--- src/rtl/code_unlock_ctrl.sv ---
// Serial code-entry lock controller: collects CODE_LEN bits, compares against a
// programmable code, and enforces an inter-bit timeout and a failure lockout.
module code_unlock_ctrl #(
    parameter int                  CODE_LEN       = 4,
    parameter logic [CODE_LEN-1:0] DEFAULT_CODE   = 4'b1011,
    parameter int                  MAX_TRIES      = 3,
    parameter int                  LOCKOUT_CYCLES = 16,
    parameter int                  TIMEOUT_CYCLES = 8
) (
    input  logic                             clk,
    input  logic                             rstn,
    input  logic                             ser_val,
    input  logic                             ser_data,
    input  logic                             code_wr,
    input  logic [CODE_LEN-1:0]              code_in,
    output logic                             output_val,
    output logic                             output_data,
    output logic                             locked_out,
    output logic                             busy,
    output logic [$clog2(MAX_TRIES+1)-1:0]   fail_cnt
);

    localparam int BW = $clog2(CODE_LEN + 1);
    localparam int TW = $clog2(TIMEOUT_CYCLES + 1);
    localparam int LW = $clog2(LOCKOUT_CYCLES + 1);
    localparam int FW = $clog2(MAX_TRIES + 1);

    localparam logic [BW-1:0] LAST_IDX = BW'(CODE_LEN - 1);
    localparam logic [TW-1:0] TMO_LAST = TW'(TIMEOUT_CYCLES - 1);
    localparam logic [LW-1:0] LK_LOAD  = LW'(LOCKOUT_CYCLES - 1);
    localparam logic [FW-1:0] FAIL_MAX = FW'(MAX_TRIES);

    typedef enum logic [2:0] {
        S_IDLE,
        S_COLLECT,
        S_PASS,
        S_FAIL,
        S_LOCKOUT
    } state_t;

    state_t              state_q, state_d;
    logic [CODE_LEN-1:0] code_q, code_d;
    logic [CODE_LEN-1:0] shreg_q, shreg_d;
    logic [BW-1:0]       bit_cnt_q, bit_cnt_d;
    logic [TW-1:0]       tmo_cnt_q, tmo_cnt_d;
    logic [LW-1:0]       lk_cnt_q, lk_cnt_d;
    logic [FW-1:0]       fail_cnt_q, fail_cnt_d;
    logic                out_val_q, out_val_d;
    logic                out_data_q, out_data_d;
    logic                locked_q, locked_d;
    logic                busy_q, busy_d;

    logic [CODE_LEN:0]   sh_ext;
    logic [CODE_LEN-1:0] sh_next;
    logic [FW-1:0]       fail_inc;
    logic                last_bit;

    always_comb begin
        state_d    = state_q;
        code_d     = code_q;
        shreg_d    = shreg_q;
        bit_cnt_d  = bit_cnt_q;
        tmo_cnt_d  = tmo_cnt_q;
        lk_cnt_d   = lk_cnt_q;
        fail_cnt_d = fail_cnt_q;

        sh_ext   = {shreg_q, ser_data};
        sh_next  = sh_ext[CODE_LEN-1:0];
        fail_inc = (fail_cnt_q == FAIL_MAX) ? fail_cnt_q : fail_cnt_q + 1'b1;
        // bit_cnt is 0 in IDLE, so this also covers a single-bit code
        last_bit = (bit_cnt_q == LAST_IDX);

        case (state_q)
            S_IDLE, S_COLLECT: begin
                if (state_q == S_IDLE && code_wr) begin
                    code_d = code_in;
                end else if (ser_val) begin
                    tmo_cnt_d = '0;
                    if (last_bit) begin
                        state_d   = (sh_next == code_q) ? S_PASS : S_FAIL;
                        shreg_d   = '0;
                        bit_cnt_d = '0;
                    end else begin
                        state_d   = S_COLLECT;
                        shreg_d   = sh_next;
                        bit_cnt_d = bit_cnt_q + 1'b1;
                    end
                end else if (state_q == S_COLLECT) begin
                    if (tmo_cnt_q == TMO_LAST) begin
                        state_d   = S_FAIL;
                        shreg_d   = '0;
                        bit_cnt_d = '0;
                        tmo_cnt_d = '0;
                    end else begin
                        tmo_cnt_d = tmo_cnt_q + 1'b1;
                    end
                end
            end
            S_PASS: begin
                fail_cnt_d = '0;
                state_d    = S_IDLE;
            end
            S_FAIL: begin
                fail_cnt_d = fail_inc;
                if (fail_inc == FAIL_MAX) begin
                    state_d  = S_LOCKOUT;
                    lk_cnt_d = LK_LOAD;
                end else begin
                    state_d = S_IDLE;
                end
            end
            S_LOCKOUT: begin
                if (lk_cnt_q == '0) begin
                    state_d    = S_IDLE;
                    fail_cnt_d = '0;
                end else begin
                    lk_cnt_d = lk_cnt_q - 1'b1;
                end
            end
            default: begin
                state_d   = S_IDLE;
                shreg_d   = '0;
                bit_cnt_d = '0;
                tmo_cnt_d = '0;
                lk_cnt_d  = '0;
            end
        endcase

        out_val_d  = (state_d == S_PASS) || (state_d == S_FAIL);
        out_data_d = (state_d == S_PASS);
        locked_d   = (state_d == S_LOCKOUT);
        busy_d     = (state_d != S_IDLE);
    end

    always_ff @(posedge clk or negedge rstn) begin
        if (!rstn) begin
            state_q    <= S_IDLE;
            code_q     <= DEFAULT_CODE;
            shreg_q    <= '0;
            bit_cnt_q  <= '0;
            tmo_cnt_q  <= '0;
            lk_cnt_q   <= '0;
            fail_cnt_q <= '0;
            out_val_q  <= 1'b0;
            out_data_q <= 1'b0;
            locked_q   <= 1'b0;
            busy_q     <= 1'b0;
        end else begin
            state_q    <= state_d;
            code_q     <= code_d;
            shreg_q    <= shreg_d;
            bit_cnt_q  <= bit_cnt_d;
            tmo_cnt_q  <= tmo_cnt_d;
            lk_cnt_q   <= lk_cnt_d;
            fail_cnt_q <= fail_cnt_d;
            out_val_q  <= out_val_d;
            out_data_q <= out_data_d;
            locked_q   <= locked_d;
            busy_q     <= busy_d;
        end
    end

    assign output_val  = out_val_q;
    assign output_data = out_data_q;
    assign locked_out  = locked_q;
    assign busy        = busy_q;
    assign fail_cnt    = fail_cnt_q;

endmodule
--- config.mk ---
export PLATFORM = sky130hd
export DESIGN_NAME = code_unlock_ctrl
export DESIGN_NICKNAME = d
export VERILOG_FILES = /design/src/rtl/code_unlock_ctrl.sv
export SDC_FILE = /design/constraint.sdc
export NUM_CORES = 1
export LEC_CHECK = 0
export CORE_MARGIN = 4
export CORE_UTILIZATION = 41
export DETAILED_ROUTE_END_ITERATION = 16
export GPL_ROUTABILITY_DRIVEN = 0
export PLACE_DENSITY_LB_ADDON = 0.12
export REMOVE_ABC_BUFFERS = 1
export SYNTH_ARGS = -nofsm -noshare
export SYNTH_HDL_FRONTEND = slang
export SYNTH_SLANG_ARGS = --single-unit
--- constraint.sdc ---
create_clock -name clk -period 1.7 [get_ports clk]
set_input_delay 0.425 -clock clk [delete_from_list [all_inputs] [get_ports clk]]
set_output_delay 0.425 -clock clk [all_outputs]
set_load 0.05 [all_outputs]
-- After elaboration in Yosys (flattened, before gate mapping)
Index checks and enable logic that the tools add are counted.
- eq/ne operators: 18
- bitwise operators: 2
- reductions and logical operators: 14
- muxes and demuxes: 32
- $add $sub $neg: 4
- operators by type and width (kind ; number):
    two-way mux 3 bit ; 16
    two-way mux 4 bit ; 4
    equality test 3 x 2 -> 1 bit (second input constant) ; 5
    one-hot mux 5 bit (3 select lines) ; 1
    one-hot mux 3 bit (2 select lines) ; 2
    two-way mux 5 bit ; 2
    one-hot mux 3 bit (3 select lines) ; 1
    inequality test 2 bit (second input constant) ; 4
    one-hot mux 4 bit (2 select lines) ; 1
    equality test 3 bit (second input constant) ; 2
    two-way mux 2 bit ; 3
    inequality test 3 bit (second input constant) ; 2
    one-hot mux 2 bit (3 select lines) ; 1
    AND reduction 3 bit ; 2
    nonzero test 3 bit ; 2
    OR reduction 3 bit ; 2
    zero test 5 bit ; 1
    subtractor 5 x 1 -> 5 bit (second input constant) ; 1
    adder 4 x 1 -> 4 bit (second input constant) ; 1
    equality test 2 bit (second input constant) ; 2
    equality test 4 x 3 -> 1 bit (second input constant) ; 1
    equality test 4 bit ; 1
    AND reduction 2 bit ; 2
    AND reduction 4 bit ; 1
    9 further kinds ; 10
- output and inout port bits: 6
- flip-flop bits (word level): 28
- logic and storage cells: 81

-- Longest topological paths before layout
- word-level depth: 8
- gate-level depth with buffers: 6
- mapped depth without buffers: 6

-- Least setup slack after synthesis
No wires, ideal clock.
- kind: reg2reg
- from: reg lk_cnt_q[0]
- to: reg fail_cnt_q[1] (netlist: fail_cnt[1])
- slack: -8 ps
- library setup time: 122 ps
- arrival: 1586 ps
- path buffers: 0
- data required time: 1578 ps
- stages on the path, launching flop included: 7
- cell sequence: dfrtp_1 > inv_1 > ha_1 > or4b_4 > or3_1 > a21oi_1 > nor3_1
- cells in the longest elaborated chain, start to end: 3
- ends and longest elaborated chain (item ; line ; source):
    from (decl) ; 46 ; logic [LW-1:0] lk_cnt_q, lk_cnt_d;
    from (signal assigned) ; 154 ; lk_cnt_q <= lk_cnt_d;
    zero test 5 bit ; 113 ; if (lk_cnt_q == '0) begin
    inequality test 2 bit (no line) ; -- ;
    AND reduction 2 bit (no line) ; -- ;
    to (signal assigned) ; 155 ; fail_cnt_q <= fail_cnt_d;
    to (decl) ; 47 ; logic [FW-1:0] fail_cnt_q, fail_cnt_d;
No other way between the ends.
A chain may end at the register's enable or synchronous reset.

-- Worst setup path after layout
- from: reg lk_cnt_q[1]
- to: reg fail_cnt_q[0] (netlist: fail_cnt[0])
Same word-level chain as after synthesis.

==> out/qor.txt <==
EDFF count, synth -> 0
clk buf depth -> 2
Power Density -> 1640 nW/um^2
Hold Crit Class -> primary input to asynchronous set/reset pin
DRC Markers -> 0
CP Launch Type -> register
hold-fix buffers at CTS -> 0
hpwl dp -> 2230 um
Mapped Area -> 1410 sq um
Die ar. -> 4430 sq um
outcome -> finished with violations
final setup margin -> -0.0141 ns
multi-input gate area in the final layout -> 692 sq um
Routed WL per cell -> 14.5 um
LEAKAGE -> 0.815 nW
share of layout cells above drive strength 1 -> 33.9%
Avg Inst Size Synth -> 10.9 sq um
1st-pass router iterations -> 3
final setup fails -> 2
RSZ-0062 raised after global routing -> true
clock transition at the registers of the reported paths -> 0.16 ns
Slew Viols, Final -> 0
Vias -> 1124
top cells by count, synth -> 25 x dfrtp_1, 10 x o21ai_0, 7 x nor3_1, 6 x inv_1, 6 x nand2_1
Fin Hold WS -> 0.420 ns
initial DRC count -> 24
fmax -> 583 MHz
final hold vios -> 0
H-tree levels -> 1
Yosys warning count -> 0
peak per-stage delay on the critical path -> 0.48 ns
failing checks -> negative setup slack
post-synthesis cell count -> 129
Slowest cell on crit path -> or4b_4
synth unique cells -> 43
via count of the first global-routing pass -> 1253
worst skew pair latency -> 0.33 ns
top_reg_cell synth -> dfrtp_1
Core Util, Final -> 58.9%
CP arrival -> 1.96 ns
FF+latch count, synth -> 28
All-Layer GR Usage -> 16.4%
die height -> 66.5 um
Peak VDD IR -> 0.000673 V
final-stage net count -> 182
Ports -> 15
DRT antenna net count -> 0
TritonCTS clock tree -> done
CP Buf/Inv Count -> 1
worst-case clock skew -> 0.0196 ns
min cycle time layout -> 1.71 ns
Row Count -> 20
Synth-to-Final Area Change -> 32.2%
Core Area -> 3150 sq um
kind of end point of the critical path -> register
flop2flop setup slack -> -0.01 ns
Synth area leaders -> dfrtp_1 45%, dfstp_2 5.6%, mux2_2 4.0%, ha_1 3.6%, o21ai_0 3.6%
antenna violations before repair -> 0
pin count of the biggest net entering global routing -> 29
n_diodes -> 0
drt total wl -> 3080 um
most numerous cell in the Yosys netlist -> dfrtp_1
Worst Tran Pin Value -> 0.478 ns
relative slew slack -> 68.1%
Die Wd -> 66.5 um
crit path max fanout -> 3
fraction of registers with async set/reset -> 100%
Top delay family on crit path -> simple AND/OR/NAND/NOR gates
register area -> 704 sq um
fill count -> 299
GRT overflow -> 0
share of Yosys cell area claimed by the top area cell type -> 44.5%
Max-cap violations -> 0
via/cell ratio -> 5.30
Yosys top cell by area -> dfrtp_1
CTS Root Cell -> clkbuf_4
CP Cell Sequence -> inv_2 > ha_4 > or4b_4 > or3_4 > a21oi_2 > nor2_1
clock sink total -> 28
buffers added on ports -> 14
Worst EP required -> 1.95 ns
Seq/Total Area, Yosys -> 50.1%
first-pass GRT wire length -> 5490 um
kind of critical path -> register to register
initial core utilization -> 44.6%
total CTS buffers -> 3
fin crit share -> 101%
## flip-flops by register name, indices dropped and copies added (netlist names), 2 cells and up
| register | count |
|---|---|
| tmo_cnt_q | 4 |
| state_q | 3 |
| lk_cnt_q | 5 |
| shreg_q | 3 |
| code_q | 4 |
| fail_cnt | 2 |
| bit_cnt_q | 3 |
## metrics by stage
step	total power [mW]	worst slack [ns]	std cells	cell area [sq um]	TNS (ns)
CTS	3.02	-0.0443	212	1840	-0.0816
global route	3.27	-0.0637	212	1860	-0.460
finish	3.04	-0.0141	212	1860	-0.0242
floorplan	1.99	-0.00892	124	1380	-0.0121
global placement	2.57	-0.183	204	1760	-1.79
detailed placement	2.62	-0.267	204	1760	-2.54
## routing by layer
layer,share of wire [%],wire [um],GRT usage [%]
met3,2.0,62,2.36
met2,52,1610,30.1
met4,0.68,21,5.84
met1,45,1390,19.2
met5,0,0,0
## layout make-up
class / instances / area share, %
clock buffer: 4 / 1.41
inverter: 6 / 1.21
multi-input combinational: 90 / 37.2
sequential: 28 / 37.9
tap: 44 / 2.96
timing repair buffer: 40 / 19.3
## cell families after synthesis
family	Yosys count	synth area share [%]
AO/OA/AOI/OAI	39	19.8
XOR/XNOR	4	2.49
adder cells (fa/ha/maj)	4	3.56
buffers and inverters	11	3.56
flip-flops	28	50.1
multiplexers	6	4.72
AND/OR/NAND/NOR	37	15.8
## worst register-to-register path: stages (launching register included)
cell,delay [ns]
dfrtp_1,0.42
inv_2,0.08
ha_4,0.14
or4b_4,0.48
or3_4,0.36
a21oi_2,0.12
nor2_1,0.05
## layout by cell type (no fill, tap or decap), types with 2 or more instances in the layout
cell type / instances
o21a_1: 4
o2111a_1: 2
o22ai_1: 3
mux2_2: 5
a31oi_1: 2
clkbuf_4: 3
o21ai_0: 7
dfstp_2: 3
o21ai_1: 3
a21oi_1: 3
ha_1: 3
dfrtp_1: 25
buf_4: 29
a21oi_2: 2
nand2b_1: 5
a22o_1: 4
clkdlybuf4s50_1: 8
nor3_1: 6
nor2_1: 5
nor2b_1: 2
nand2_1: 5
buf_12: 3
nor3_2: 2
xor2_1: 4
inv_1: 4
inv_2: 2
## power by group
| group | switching, mW | internal, mW | leakage [nW] |
|---|---|---|---|
| Sequential | 0.223 | 0.944 | 0.351 |
| Combinational | 0.786 | 0.804 | 0.448 |
| Clock | 0.192 | 0.0920 | 0.0150 |
| Total | 1.20 | 1.84 | 0.815 |
## final timing paths
kind | start | endpoint | cells after the start
max | lk_cnt_q[1] | fail_cnt[0] | 6
min | rstn | locked_out | 2
max reg2reg | lk_cnt_q[1] | fail_cnt[0] | 6
min reg2reg | bit_cnt_q[2] | bit_cnt_q[2] | 1
max in group asynchronous | rstn | code_q[3] | 2
min in group clk | bit_cnt_q[2] | bit_cnt_q[2] | 1
## repair_timing
item / CTS / global route
gates resized for setup: 8 / 5
endpoints found under the setup margin: 6 / 15
pin swaps: 4 / 1
buffers inserted: 4 / 0
Power figures use the tool's default switching activity.
